## src/rtl/branch_cond_if.sv

```systemverilog
// ----------------------------------------------------------------------------
// branch_cond_if
// Bundles the flag inputs, decode-stage branch fields and the registered
// control outputs of the Bicc condition unit. The master side is whatever
// drives decode (datapath or testbench); the slave side is branch_cond_unit.
// ----------------------------------------------------------------------------
interface branch_cond_if;
   // Flags and decode-stage fields presented to the unit
   logic [3:0] flags;          // registered flags: bit3=N, bit2=Z, bit1=V, bit0=C
   logic       step;           // instruction at decode retires this cycle
   logic       br_valid;       // instruction at decode is a Bicc
   logic [3:0] cond;           // Bicc cond field, instr[28:25]
   logic       annul;          // Bicc a bit, instr[29]
   logic [3:0] alu_flags;      // flags being produced by the ALU this cycle
   logic       alu_flags_ld;   // flag register load enable this cycle

   // Registered controls towards fetch/NPC logic
   logic       taken;          // one-cycle pulse: resolved branch is taken
   logic       in_delay_slot;  // instruction now at decode is a delay slot
   logic       annul_slot;     // delay-slot instruction must be squashed
   logic       dcti_err;       // sticky: Bicc seen in a delay slot

   modport master (
      output flags, step, br_valid, cond, annul, alu_flags, alu_flags_ld,
      input  taken, in_delay_slot, annul_slot, dcti_err
   );

   modport slave (
      input  flags, step, br_valid, cond, annul, alu_flags, alu_flags_ld,
      output taken, in_delay_slot, annul_slot, dcti_err
   );
endinterface : branch_cond_if

```

## src/rtl/branch_cond_unit.sv

```systemverilog
// ----------------------------------------------------------------------------
// branch_cond_unit
// Resolves SPARC Bicc conditions against the N Z V C flags and tracks the
// delayed-branch slot (including annulment) for the fetch/NPC control.
//
// Configuration macro:
//   FLAG_BYPASS_EN  - when defined, the ALU flags being loaded this cycle are
//                     forwarded into condition evaluation, so a cc-setting
//                     instruction may be immediately followed by a Bicc.
//                     When undefined, only the flag register is consulted and
//                     alu_flags / alu_flags_ld are ignored.
// ----------------------------------------------------------------------------
module branch_cond_unit (
   input logic          clk,
   input logic          rst_n,
   branch_cond_if.slave bus
);

   typedef enum logic [1:0] {
      ST_IDLE  = 2'd0,   // no branch pending
      ST_SLOT  = 2'd1,   // delay-slot instruction executes
      ST_ASLOT = 2'd2    // delay-slot instruction is annulled
   } state_e;

   // Bicc cond field encodings that need special handling
   localparam logic [3:0] COND_BA = 4'b1000;

   state_e     state_q;
   logic       taken_q;
   logic       in_delay_slot_q;
   logic       annul_slot_q;
   logic       dcti_err_q;

   logic [3:0] eff_flags;
   logic       cond_true;
   logic       annul_next;

   // Select the flags the condition is evaluated against
`ifdef FLAG_BYPASS_EN
   always_comb begin
      eff_flags = bus.alu_flags_ld ? bus.alu_flags : bus.flags;
   end
`else
   logic unused_bypass;
   assign unused_bypass = ^{bus.alu_flags, bus.alu_flags_ld};

   always_comb begin
      eff_flags = bus.flags;
   end
`endif

   // Decode the Bicc condition: cond[2:0] picks the base test, cond[3] inverts
   always_comb begin
      logic n_f, z_f, v_f, c_f;
      logic base;
      n_f = eff_flags[3];
      z_f = eff_flags[2];
      v_f = eff_flags[1];
      c_f = eff_flags[0];
      // NOTE: every combinational output gets a default before the case so
      // no path leaves it unassigned and no latch is inferred.
      base = 1'b0;
      case (bus.cond[2:0])
         3'b000:  base = 1'b0;               // BN   / BA
         3'b001:  base = z_f;                // BE   / BNE
         3'b010:  base = z_f | (n_f ^ v_f);  // BLE  / BG
         3'b011:  base = n_f ^ v_f;          // BL   / BGE
         3'b100:  base = c_f | z_f;          // BLEU / BGU
         3'b101:  base = c_f;                // BCS  / BCC
         3'b110:  base = n_f;                // BNEG / BPOS
         3'b111:  base = v_f;                // BVS  / BVC
         default: base = 1'b0;
      endcase
      cond_true = base ^ bus.cond[3];
   end

   // The slot is annulled when a=1 and the branch is untaken, or for BA,a
   always_comb begin
      annul_next = bus.annul & (~cond_true | (bus.cond == COND_BA));
   end

   // Slot-tracking FSM with registered control outputs
   always_ff @(posedge clk or negedge rst_n) begin
      if (!rst_n) begin
         state_q         <= ST_IDLE;
         taken_q         <= 1'b0;
         in_delay_slot_q <= 1'b0;
         annul_slot_q    <= 1'b0;
         dcti_err_q      <= 1'b0;
      end else begin
         // NOTE: state registers use non-blocking assignments so every
         // register samples the pre-edge values regardless of statement order.
         taken_q <= 1'b0;
         case (state_q)
            ST_IDLE: begin
               if (bus.step && bus.br_valid) begin
                  taken_q         <= cond_true;
                  in_delay_slot_q <= 1'b1;
                  annul_slot_q    <= annul_next;
                  state_q         <= annul_next ? ST_ASLOT : ST_SLOT;
               end
            end
            ST_SLOT, ST_ASLOT: begin
               // Stalled slots hold; a retiring slot returns to IDLE and a
               // Bicc sitting in the slot is a DCTI couple, never evaluated.
               if (bus.step) begin
                  state_q         <= ST_IDLE;
                  in_delay_slot_q <= 1'b0;
                  annul_slot_q    <= 1'b0;
                  if (bus.br_valid) begin
                     dcti_err_q <= 1'b1;
                  end
               end
            end
            default: begin
               state_q         <= ST_IDLE;
               in_delay_slot_q <= 1'b0;
               annul_slot_q    <= 1'b0;
            end
         endcase
      end
   end

   assign bus.taken         = taken_q;
   assign bus.in_delay_slot = in_delay_slot_q;
   assign bus.annul_slot    = annul_slot_q;
   assign bus.dcti_err      = dcti_err_q;

endmodule : branch_cond_unit

```

## src/flat_wrapper.sv

```systemverilog
// flat-port wrapper written by rule: the top's interface ports become plain ports
module branch_cond_unit_flat 
  (clk, rst_n, bus_flags, bus_step, bus_br_valid, bus_cond, bus_annul, bus_alu_flags, bus_alu_flags_ld, bus_taken, bus_in_delay_slot, bus_annul_slot, bus_dcti_err);
  branch_cond_if bus_i ();
  input logic clk;
  input logic rst_n;
  input wire logic [$bits(bus_i.flags)-1:0] bus_flags;
  input wire logic [$bits(bus_i.step)-1:0] bus_step;
  input wire logic [$bits(bus_i.br_valid)-1:0] bus_br_valid;
  input wire logic [$bits(bus_i.cond)-1:0] bus_cond;
  input wire logic [$bits(bus_i.annul)-1:0] bus_annul;
  input wire logic [$bits(bus_i.alu_flags)-1:0] bus_alu_flags;
  input wire logic [$bits(bus_i.alu_flags_ld)-1:0] bus_alu_flags_ld;
  output wire logic [$bits(bus_i.taken)-1:0] bus_taken;
  output wire logic [$bits(bus_i.in_delay_slot)-1:0] bus_in_delay_slot;
  output wire logic [$bits(bus_i.annul_slot)-1:0] bus_annul_slot;
  output wire logic [$bits(bus_i.dcti_err)-1:0] bus_dcti_err;
  assign bus_i.flags = bus_flags;
  assign bus_i.step = bus_step;
  assign bus_i.br_valid = bus_br_valid;
  assign bus_i.cond = bus_cond;
  assign bus_i.annul = bus_annul;
  assign bus_i.alu_flags = bus_alu_flags;
  assign bus_i.alu_flags_ld = bus_alu_flags_ld;
  assign bus_taken = bus_i.taken;
  assign bus_in_delay_slot = bus_i.in_delay_slot;
  assign bus_annul_slot = bus_i.annul_slot;
  assign bus_dcti_err = bus_i.dcti_err;
  branch_cond_unit u_core (.clk(clk), .rst_n(rst_n), .bus(bus_i));
endmodule
```

## config.mk

```make
export PLATFORM = sky130hd
export DESIGN_NAME = branch_cond_unit_flat
export DESIGN_NICKNAME = d
export VERILOG_FILES = /design/src/rtl/branch_cond_if.sv /design/src/rtl/branch_cond_unit.sv /design/src/flat_wrapper.sv
export SDC_FILE = /design/constraint.sdc
export NUM_CORES = 1
export LEC_CHECK = 0
export ABC_CLOCK_PERIOD_IN_PS = 1700
export CAP_MARGIN = 20
export CORE_AREA = 3 3 40 42
export CTS_CLUSTER_DIAMETER = 50
export DETAILED_ROUTE_END_ITERATION = 6
export DIE_AREA = 0 0 43 45
export PLACE_DENSITY = 0.69
export SYNTH_ARGS = -nofsm -noshare
export SYNTH_HDL_FRONTEND = slang
export SYNTH_SLANG_ARGS = --single-unit
```

## constraint.sdc

```tcl
create_clock -name clk -period 1.7 [get_ports clk]
set_input_delay 0.34 -clock clk [delete_from_list [all_inputs] [get_ports clk]]
set_output_delay 0.34 -clock clk [all_outputs]
set_load 0.03 [all_outputs]
```

# After elaboration in Yosys (flattened, before gate mapping)
# Index checks and enable logic that the tools add are counted.
[op_classes]
addsub = 0
multipliers = 0
n_div = 0
magnitude_cmp = 0
eq_ne = 12
shifts = 0
muxes = 12
n_bitwise = 7
n_reduce_logical = 6
[ops]
columns = ["operator", "count"]
rows = [
  ["$eq 3x3->1 const B", 4],
  ["$pmux 1 s8", 1],
  ["$eq 3x2->1 const B", 2],
  ["$mux 2", 3],
  ["$mux 1", 5],
  ["$eq 4x4->1 const B", 1],
  ["$pmux 1 s2", 2],
  ["$pmux 2 s2", 1],
  ["$eq 3x1->1 const B", 1],
  ["$logic_not 3->1", 1],
  ["$or 1x1->1", 3],
  ["$reduce_and 3->1", 1],
  ["$eq 2x1->1 const B", 1],
  ["$eq 2x2->1 const B", 1],
  ["$logic_not 2->1", 1],
  ["$ne 2x1->1 const B", 1],
  ["$ne 2x2->1 const B", 1],
  ["$reduce_and 2->1", 1],
  ["$reduce_or 2->1", 1],
  ["$xor 1x1->1", 2],
  ["$and 1x1->1", 1],
  ["$logic_and 1x1->1", 1],
  ["$not 1->1", 1],
]
[word_totals]
ff_bits = 6
latch_bits = 0
ramBits = 0
romBits = 0
out_inout_bits = 4
mem_count = 0

# Longest topological paths before layout
[depth]
depth_word = 10
depth_mapped = 7
depth_no_buf = 7

# Least setup slack after synthesis
# No wires, ideal clock.
[synth_path]
kind = "reg-to-reg"
start = "register, netlist name u_core.bus.annul_slot"
end = "register u_core.state_q[0]"
setup_ns = 0.122
arrival_ns = 1.731
required_ns = 1.578
path_slack_ns = -0.153
path_stages_with_launch = 8
n_path_buf = 0
period_less_slack_ns = 1.853
cell_sequence = "dfrtp_1 -> inv_1 -> ha_1 -> nor2b_1 -> o21a_1 -> or3b_1 -> o22ai_1 -> nor2_1"
[synth_lines]
columns = ["element", "line_no", "rtl"]
rows = [
  ["end signal, assigned", "branch_cond_unit.sv:100", "state_q <= annul_next ? ST_ASLOT : ST_SLOT;"],
  ["end, declared", "branch_cond_unit.sv:28", "state_e state_q;"],
]

==> run_results.csv <==
group,metric,value,unit
run_status,status,"finished clean",
final_layout,postLayoutCellArea,719,um2
timing,setup_viol,0,
timing,fin_crit,1.63,ns
synth,yosys-top-cells-area,"dfrtp_1, mux2i_1, xnor2_1",
routing,drt-initial-drc-count,1,
synth,yosys.area_share.xor_xnor,0.0836,
synth,synth-simple-area-share,0.218,
synth,synth_edf_count,0,
critical_path,crit_path_start_kind,"register",
placed_design,place_area,663,um2
synth,synth_seq_cells,5,
global_routing,grt_pass1_wl,1400,um
cts,cts_buffers,3,
pwr,power_density,1030,mW/mm2
cts,tritoncts,"built",
synth,synth_top_family_by_area,"compound AO/OA/AOI/OAI gates",
global_routing,grt-ovfl-total,0,
critical_path,crit_type,"register to register",
floorplanning,core_area,0.00128,mm2
routing,via_per_inst,4.94,
global_routing,grt_max_degree,7,
synth,synth_top_area_share,0.299,
final_layout,fillers,128,
critical_path,crit_chain,"inv_2 -> ha_4 -> nor2b_4 -> o21a_1 -> or3b_1 -> o22ai_1 -> nor2_1",
routing,wl,900,um
timing,fin_ws,0.0669,ns
critical_path,cp_slowest_cell,"dfrtp_2",
critical_path,crit_path_end_kind,"register",
synth,syn_area_per_cell,9.11,um2
synth,async_flop_share,1.00,
global_routing,antenna_found_initial,0,
cts,cts_root_buf,"clkbuf_4",
hold_path,hold_class,"input pin to asynchronous set/reset pin",
timing,maxSlewViolCount,0,
routing,dr.pass1.iters,2,
routing,post_drt_wl_per_cell,10.0,um
job,cap_violations,0,
cts,htreeDepth,1,
synth,synth_mux_area_frac,0.0716,
placed_design,io_buffers,16,
final_layout,diodes,0,
placed_design,pre_cts_ws,-0.205,ns
final_layout,final_util,0.560,
floorplanning,initial_core_util,0.326,
timing,slew_headroom,0.775,
critical_path,path_delay_family,"simple AND/OR/NAND/NOR gates",
synth,synthCells,46,
synth,yosys_warnings,0,
floorplanning,die_y,45,um
cts,clk_pin_slew,0.04,ns
final_layout,multi_input_area,292,um2
synth,synth_seq_area_share,0.299,
routing,ant_nets,0,
synth,syn_area,419,um2
synth,synthTopCellsByCount,"dfrtp_1, inv_1, mux2i_1, nor2_1, xnor2_1",
synth,synthAdderAreaFrac,0.0299,
critical_path,critPathArrivalTime,1.76,ns
cts,cts_buffer_depth,2,
floorplanning,fp-row-count,13,
synth,synth_compound_area_frac,0.227,
timing,hold_viol_final,0,
placed_design,gp_congestion,0.742,
critical_path,crit_fanout,2,
timing,fin_crit_sh,0.961,
synth,synth_nets,65,
placed_design,dp_cells,84,
final_layout,area_growth,71.6,%
final_layout,seq_area,126,um2
placed_design,dp_hpwl,751,um
final_layout,drive_above_1_share,0.293,
routing,via_count,445,
pwr,ir_drop,0.290,mV
critical_path,crit_buf_inv,1,
critical_path,cp_slowest_stage_delay,0.39,ns
timing,timing.fmax,612,MHz
timing,tightest_slew,0.332,ns
timing,rsz0062_at_grt,"true",
synth,synth-main-ff-cell,"dfrtp_1",
floorplanning,design.die.area,0.00194,mm2
global_routing,grt_use_total,0.104,
timing,fin_skew,0.000219,ns
cts,cts.hold.buffers_added,0,
synth,ys_types,30,
floorplanning,die_w,43,um
critical_path,worstPathRequired,1.83,ns
pwr,power_leakage,0.323,nW
cts,insertion_delay,0.24,ns
global_routing,grt_pass1_vias,379,
floorplanning,io_pins,22,
cts,clock-sinks,5,
final_layout,finalNetCount,95,
final_layout,finalNonFillerCells,90,
synth,synth_area_leader_cell,"dfrtp_1",
routing,drc,0,
## stage by stage
step | setup TNS, ns | power, mW | hold WS (ns)
finish | 0 | 0.742 | 0.324
global route | -0.0323 | 0.793 | 0.335
CTS | 0 | 0.707 | 0.322
detailed placement | -0.391 | 0.565 | 0.453
global placement | -0.352 | 0.563 | 0.449
floorplan | 0 | 0.405 | 0.0444
## metal layers
layer  share of wire  up-vias  global-route usage  routed length (um)
met5               0        -                   0                   0
met3           0.081        4              0.0159                  73
met1            0.37      199              0.0878                 330
met4           0.040        0               0.145                  36
li1                -      223                   -                   -
met2            0.51       19               0.180                 459
## area by class of cell
| class | instances | share of cell area |
|---|---|---|
| inverters | 5 | 0.0261 |
| well taps | 15 | 0.0261 |
| repair buffers | 26 | 0.330 |
| multi-input cells | 35 | 0.405 |
| clock buffers | 4 | 0.0365 |
| flip-flops and latches | 5 | 0.176 |
## power breakdown
part / leakage (nW) / internal (mW) / switching (mW)
logic: 0.249 / 0.245 / 0.185
clock network: 0.0150 / 0.0886 / 0.0463
registers: 0.0596 / 0.156 / 0.0208
## placed cells by master (no fill, tap or decap), drive strengths merged, types with 2 or more instances in the layout
master	count
clkdlybuf4s50	15
buf	10
dfrtp	5
inv	5
clkbuf	4
xnor2	3
mux2i	3
nor2	3
nand2	2
and2	2
a31o	2
## cell families (layout without fill, tap and decap cells)
logic type / Yosys count / in the layout
compound gates: 12 / 12
xor+xnor: 4 / 4
fa+ha+maj: 1 / 1
buf+inv: 6 / 35
flops: 5 / 5
mux: 3 / 3
simple gates: 15 / 15
## path summary, 6_finish.rpt
check / startpoint / slack, ns / cells past startpoint / to
worst min-delay path: rst_n / 0.32 / 1 / u_core.state_q[0]
worst max-delay path: u_core.bus.annul_slot / 0.07 / 7 / u_core.state_q[0]
min in group clk: u_core.bus.dcti_err / 0.46 / 1 / u_core.bus.dcti_err
max in group asynchronous: rst_n / 1.17 / 1 / u_core.bus.annul_slot
worst max register to register: u_core.bus.annul_slot / 0.07 / 7 / u_core.state_q[0]
worst min register to register: u_core.bus.dcti_err / 0.46 / 1 / u_core.bus.dcti_err
## state kept, by name (all words and copies together) (netlist names)
| signal | flops |
|---|---|
| u_core.bus.dcti_err | 1 |
| u_core.bus.annul_slot | 1 |
| u_core.state_q | 1 |
| u_core.bus.taken | 1 |
| u_core.bus.in_delay_slot | 1 |
## repair_timing
item	4_1_cts	5_1_grt
resized for setup	0	4
endpoints found under the setup margin	0	2
setup buffers	0	2
Power figures use the tool's default switching activity.
